**config.mk**
```make
export PLATFORM = sky130hd
export DESIGN_NAME = x_fifo_drain
export DESIGN_NICKNAME = d
export VERILOG_FILES = /design/src/rtl/x_common_pkg.sv /design/src/rtl/x_skid_buf2.sv /design/src/rtl/x_fifo_drain.sv
export SDC_FILE = /design/constraint.sdc
export NUM_CORES = 1
export LEC_CHECK = 0
export CORE_AREA = 10 10 48 50
export CTS_BUF_LIST = sky130_fd_sc_hd__clkbuf_4
export CTS_CLUSTER_SIZE = 30
export DETAILED_ROUTE_END_ITERATION = 10
export DIE_AREA = 0 0 58 60
export DONT_BUFFER_PORTS = 1
export PLACE_DENSITY_LB_ADDON = 0.3
export SETUP_SLACK_MARGIN = 0.3
export SLEW_MARGIN = 20
export SYNTH_ARGS = -nofsm -noshare
export SYNTH_HDL_FRONTEND = slang
export SYNTH_SLANG_ARGS = --single-unit
```
**constraint.sdc**
```tcl
create_clock -name clk -period 4.95 [get_ports clk]
set_input_delay 0.7425 -clock clk [delete_from_list [all_inputs] [get_ports clk]]
set_output_delay 0.7425 -clock clk [all_outputs]
set_load 0.005 [all_outputs]
```
**src/rtl/x_common_pkg.sv**
```systemverilog
// Types and constants shared by the switch read-side adapters.
package x_common_pkg;

    typedef logic [1:0] occ_t;

    localparam int XDRAIN_ENTRIES = 2;

endpackage

```
**src/rtl/x_skid_buf2.sv**
```systemverilog
// Two-entry shift buffer. A pop shifts b1 into b0, then a push fills the lowest free entry.
module x_skid_buf2
    import x_common_pkg::*;
#(
    parameter int unsigned DW = 8
) (
    input  logic          clk,
    input  logic          rstn,
    input  logic          clear,
    input  logic          push,
    input  logic [DW-1:0] push_data,
    input  logic          pop,
    output occ_t          occ,
    output logic [DW-1:0] head
);

    occ_t          occ_q, occ_d, occ_mid;
    logic [DW-1:0] b0_q, b0_d;
    logic [DW-1:0] b1_q, b1_d;

    always_comb begin
        occ_d   = occ_q;
        occ_mid = occ_q;
        b0_d    = b0_q;
        b1_d    = b1_q;
        if (clear) begin
            occ_d = '0;
        end else begin
            if (pop && (occ_q != '0)) begin
                b0_d    = b1_q;
                occ_mid = occ_q - 2'd1;
            end
            if (push) begin
                if (occ_mid == '0) begin
                    b0_d = push_data;
                end else begin
                    b1_d = push_data;
                end
                occ_d = occ_mid + 2'd1;
            end else begin
                occ_d = occ_mid;
            end
        end
    end

    always_ff @(posedge clk or negedge rstn) begin
        if (!rstn) begin
            occ_q <= '0;
            b0_q  <= '0;
            b1_q  <= '0;
        end else begin
            occ_q <= occ_d;
            b0_q  <= b0_d;
            b1_q  <= b1_d;
        end
    end

    assign occ  = occ_q;
    assign head = b0_q;

endmodule

```
**src/rtl/x_fifo_drain.sv**
```systemverilog
// Drains a FIFO through re/empty_n/dout and presents a registered valid/ready stream,
// hiding the FIFO read latency behind a 2-entry buffer.
module x_fifo_drain
    import x_common_pkg::*;
#(
    parameter int unsigned DW     = 8,
    parameter int unsigned RD_LAT = 1
) (
    input  logic          clk,
    input  logic          rstn,
    input  logic          fifo_empty_n,
    output logic          fifo_re,
    input  logic [DW-1:0] fifo_dout,
    input  logic          flush,
    output logic          m_valid,
    input  logic          m_ready,
    output logic [DW-1:0] m_data,
    output occ_t          level
);

    occ_t       occ;
    logic       infl;
    logic       pop;
    logic       cap;
    logic [2:0] pend;

    assign pop  = m_valid & m_ready;
    // Words owned after this edge; the m_ready -> fifo_re path is what allows 1 word/cycle.
    assign pend = {1'b0, occ} + {2'b00, infl} - {2'b00, pop};
    assign fifo_re = fifo_empty_n & ~flush & (pend < 3'(XDRAIN_ENTRIES));

    generate
        if (RD_LAT == 0) begin : g_lat0
            assign infl = 1'b0;
            assign cap  = fifo_re;
        end else begin : g_lat1
            logic infl_q;

            // fifo_re is already low during flush, so a flush also clears the in-flight flag.
            always_ff @(posedge clk or negedge rstn) begin
                if (!rstn) begin
                    infl_q <= 1'b0;
                end else begin
                    infl_q <= fifo_re;
                end
            end

            assign infl = infl_q;
            assign cap  = infl_q & ~flush;
        end
    endgenerate

    x_skid_buf2 #(
        .DW(DW)
    ) u_buf (
        .clk       (clk),
        .rstn      (rstn),
        .clear     (flush),
        .push      (cap),
        .push_data (fifo_dout),
        .pop       (pop),
        .occ       (occ),
        .head      (m_data)
    );

    assign m_valid = (occ != '0);
    assign level   = occ;

endmodule

```
==> flow_metrics.env <==
export IMPL_ant_nets=0
export IMPL_syn_num_nets=99
export IMPL_yosysUniqueCellTypes=21
export IMPL_dieArea_mm2=0.00348
export IMPL_p_per_area_mw_per_mm2=616
export IMPL_ys_flop_type="dfrtp_1"
export IMPL_yosysWarnings=0
export IMPL_io_buffers=0
export IMPL_cts_buffers=3
export IMPL_area_growth_pct=3.78
export IMPL_cts_hold_buffers=0
export IMPL_hold_ws_ns=0.116
export IMPL_netlist_top_cells_count="dfrtp_1 (19), nand2_1 (14), mux2_2 (9)"
export IMPL_finalCritPeriodShare=0.686
export IMPL_dr_first_iter_drc_count=5
export IMPL_h_tree_depth=1
export IMPL_num_rows=14
export IMPL_wl_per_cell_um=19.3
export IMPL_cap_violations=0
export IMPL_multi_input_area_um2=420
export IMPL_antenna_cells=0
export IMPL_clk_latency_ns=0.30
export IMPL_gp_congestion=0.696
export IMPL_num_vias=616
export IMPL_cts_buffer_depth=2
export IMPL_finalSetupViolCount=0
export IMPL_ys_ff_latch=19
export IMPL_n_fill_cell=118
export IMPL_drive_gt1_frac=0.217
export IMPL_grt_overflow_total=0
export IMPL_cts_root_buf="clkbuf_4"
export IMPL_seq_area_um2=475
export IMPL_clkTransAtPathRegs_ns=0.12
export IMPL_synthCells=82
export IMPL_maxSlewHeadroom=0.704
export IMPL_status="finished, final reports clean"
export IMPL_coreArea_mm2=0.00144
export IMPL_grt_pass1_vias=675
export IMPL_grt_max_degree=20
export IMPL_cts_tree="built"
export IMPL_wirelength_mm=1.91
export IMPL_crit_type="flop to output port"
export IMPL_grt_pass1_wl_mm=3.22
export IMPL_worst_hold_path_type="input pin to asynchronous set/reset pin"
export IMPL_synthArstFlopShare=1.00
export IMPL_synth_most_common_cell="dfrtp_1"
export IMPL_route_detailed_drc=0
export IMPL_post_route_min_period_ns=3.40
export IMPL_die_w_um=58
export IMPL_die_y_um=60
export IMPL_max_freq_mhz=294
export IMPL_yosysTopAreaCell="dfrtp_1"
export IMPL_crit_fanout=4
export IMPL_grt_usage=0.117
export IMPL_start_kind="flop"
export IMPL_ios=25
export IMPL_synth_top_area_share=0.513
export IMPL_ys_seq_area_frac=0.513
export IMPL_critPathArrivalTime_ns=2.65
export IMPL_synth_area_per_cell_um2=11.3
export IMPL_synth_edf_count=0
export IMPL_viasPerCell=6.22
export IMPL_fin_skew_ns=0.0108
export IMPL_netlist_area_um2=927
export IMPL_post_cts_buffers=0
export IMPL_peakVddDrop_uv=372
export IMPL_endpoint_kind="output port"
export IMPL_critical_path_required_ns=4.21
export IMPL_dp_hpwl_mm=1.46
export IMPL_rsz0062_at_grt="no"
export IMPL_tightest_slew_ns=0.442
export IMPL_fin_setup_tns_ns=0
export IMPL_drv_slew=0
export IMPL_synth_area_leaders="dfrtp_1 (51%), mux2_2 (11%), nand2_1 (5.7%), a31oi_1 (4.0%), ha_1 (4.0%)"
export IMPL_dr_pass1_iters=4
export IMPL_start_util=0.645
export IMPL_nets=101
export IMPL_clock_sinks=19
export IMPL_antenna_found_initial=0
export IMPL_finalHoldViolCount=0
export IMPL_cts_resized=0
export IMPL_cellLeakagePower_nw=0.435
-- state kept, by name, summed over array words and instances (netlist names) --
register and cells:
u_buf.occ 2, u_buf.head 8, g_lat1.infl_q 1, u_buf.b1_q 8
-- layout by cell type (no fill, tap or decap) --
master,n
a211oi_1,1
a31oi_1,6
clkbuf_4,3
clkinv_2,1
dfrtp_1,19
fa_1,1
ha_1,3
inv_1,5
mux2_2,9
nand2_1,14
nand2b_1,2
nand3b_2,1
nor2_1,2
nor3_1,7
nor3_4,1
nor3b_2,1
o221a_2,2
or3b_1,1
or4b_1,2
xor2_1,2
-- worst max-delay path, cell delays in order, from the launching register on --
cell and delay [ns]:
dfrtp_1 0.46, inv_1 0.10, ha_1 0.22, nand2b_1 0.19, inv_1 0.07, ha_1 0.32, nand2b_1 0.17, fa_1 0.38
xor2_1 0.17, nor3_1 0.29
-- kinds of logic (layout without fill, tap and decap cells) --
group | after synthesis | in the layout | share of synthesized area
adders and majority gates | 4 | 4 | 0.0621
AOI/OAI and AO/OA | 9 | 9 | 0.0729
muxes | 9 | 9 | 0.109
xor gates and xnor gates | 2 | 2 | 0.0189
buffers and inverters | 8 | 9 | 0.0337
and+or+nand+nor | 31 | 31 | 0.190
DFF | 19 | 19 | 0.513
-- where the power goes --
part,internal [mW],switching (mW)
registers,0.230,0.0550
clock network,0.0301,0.0490
logic,0.114,0.114
total,0.374,0.218
-- cell type report --
type,count,area share
inverters,5,0.0195
multi-input cells,55,0.437
flip-flops and latches,19,0.494
well taps,16,0.0208
clock inverters,1,0.00520
clock buffers,3,0.0234
-- layer usage --
layer,vias up,global-route usage,share of wire
li1,293,-,-
met2,25,0.199,0.51
met5,-,0,0
met1,293,0.123,0.37
met4,0,0.0503,0.016
met3,5,0.0508,0.10
-- path summary, 6_finish.rpt --
| kind | cells past startpoint | endpoint | slack [ns] | start |
|---|---|---|---|---|
| max | 9 | fifo_re | 1.55 | u_buf.occ[1] |
| min | 0 | u_buf.b1_q[2] | 0.12 | rstn |
| max reg2reg | 9 | u_buf.head[7] | 2.31 | u_buf.occ[1] |
| min reg2reg | 1 | u_buf.b1_q[6] | 0.52 | u_buf.b1_q[6] |
| max in group asynchronous | 0 | u_buf.b1_q[3] | 4.75 | rstn |
| min in group clk | 1 | u_buf.occ[0] | 0.49 | flush |
-- per-stage QoR --
step / worst slack, ns / cell area (µm²) / utilization / power [mW] / std cells
CTS: 1.52 / 962 / 0.670 / 0.601 / 99
finish: 1.55 / 962 / 0.670 / 0.593 / 99
floorplan: 2.07 / 927 / - / 0.469 / 82
detailed placement: 1.85 / 935 / 0.651 / 0.522 / 95
global route: 1.34 / 962 / 0.670 / 0.642 / 99
global placement: 1.93 / 935 / 0.651 / 0.504 / 95
Note: power is estimated with default switching activity, not from simulation.
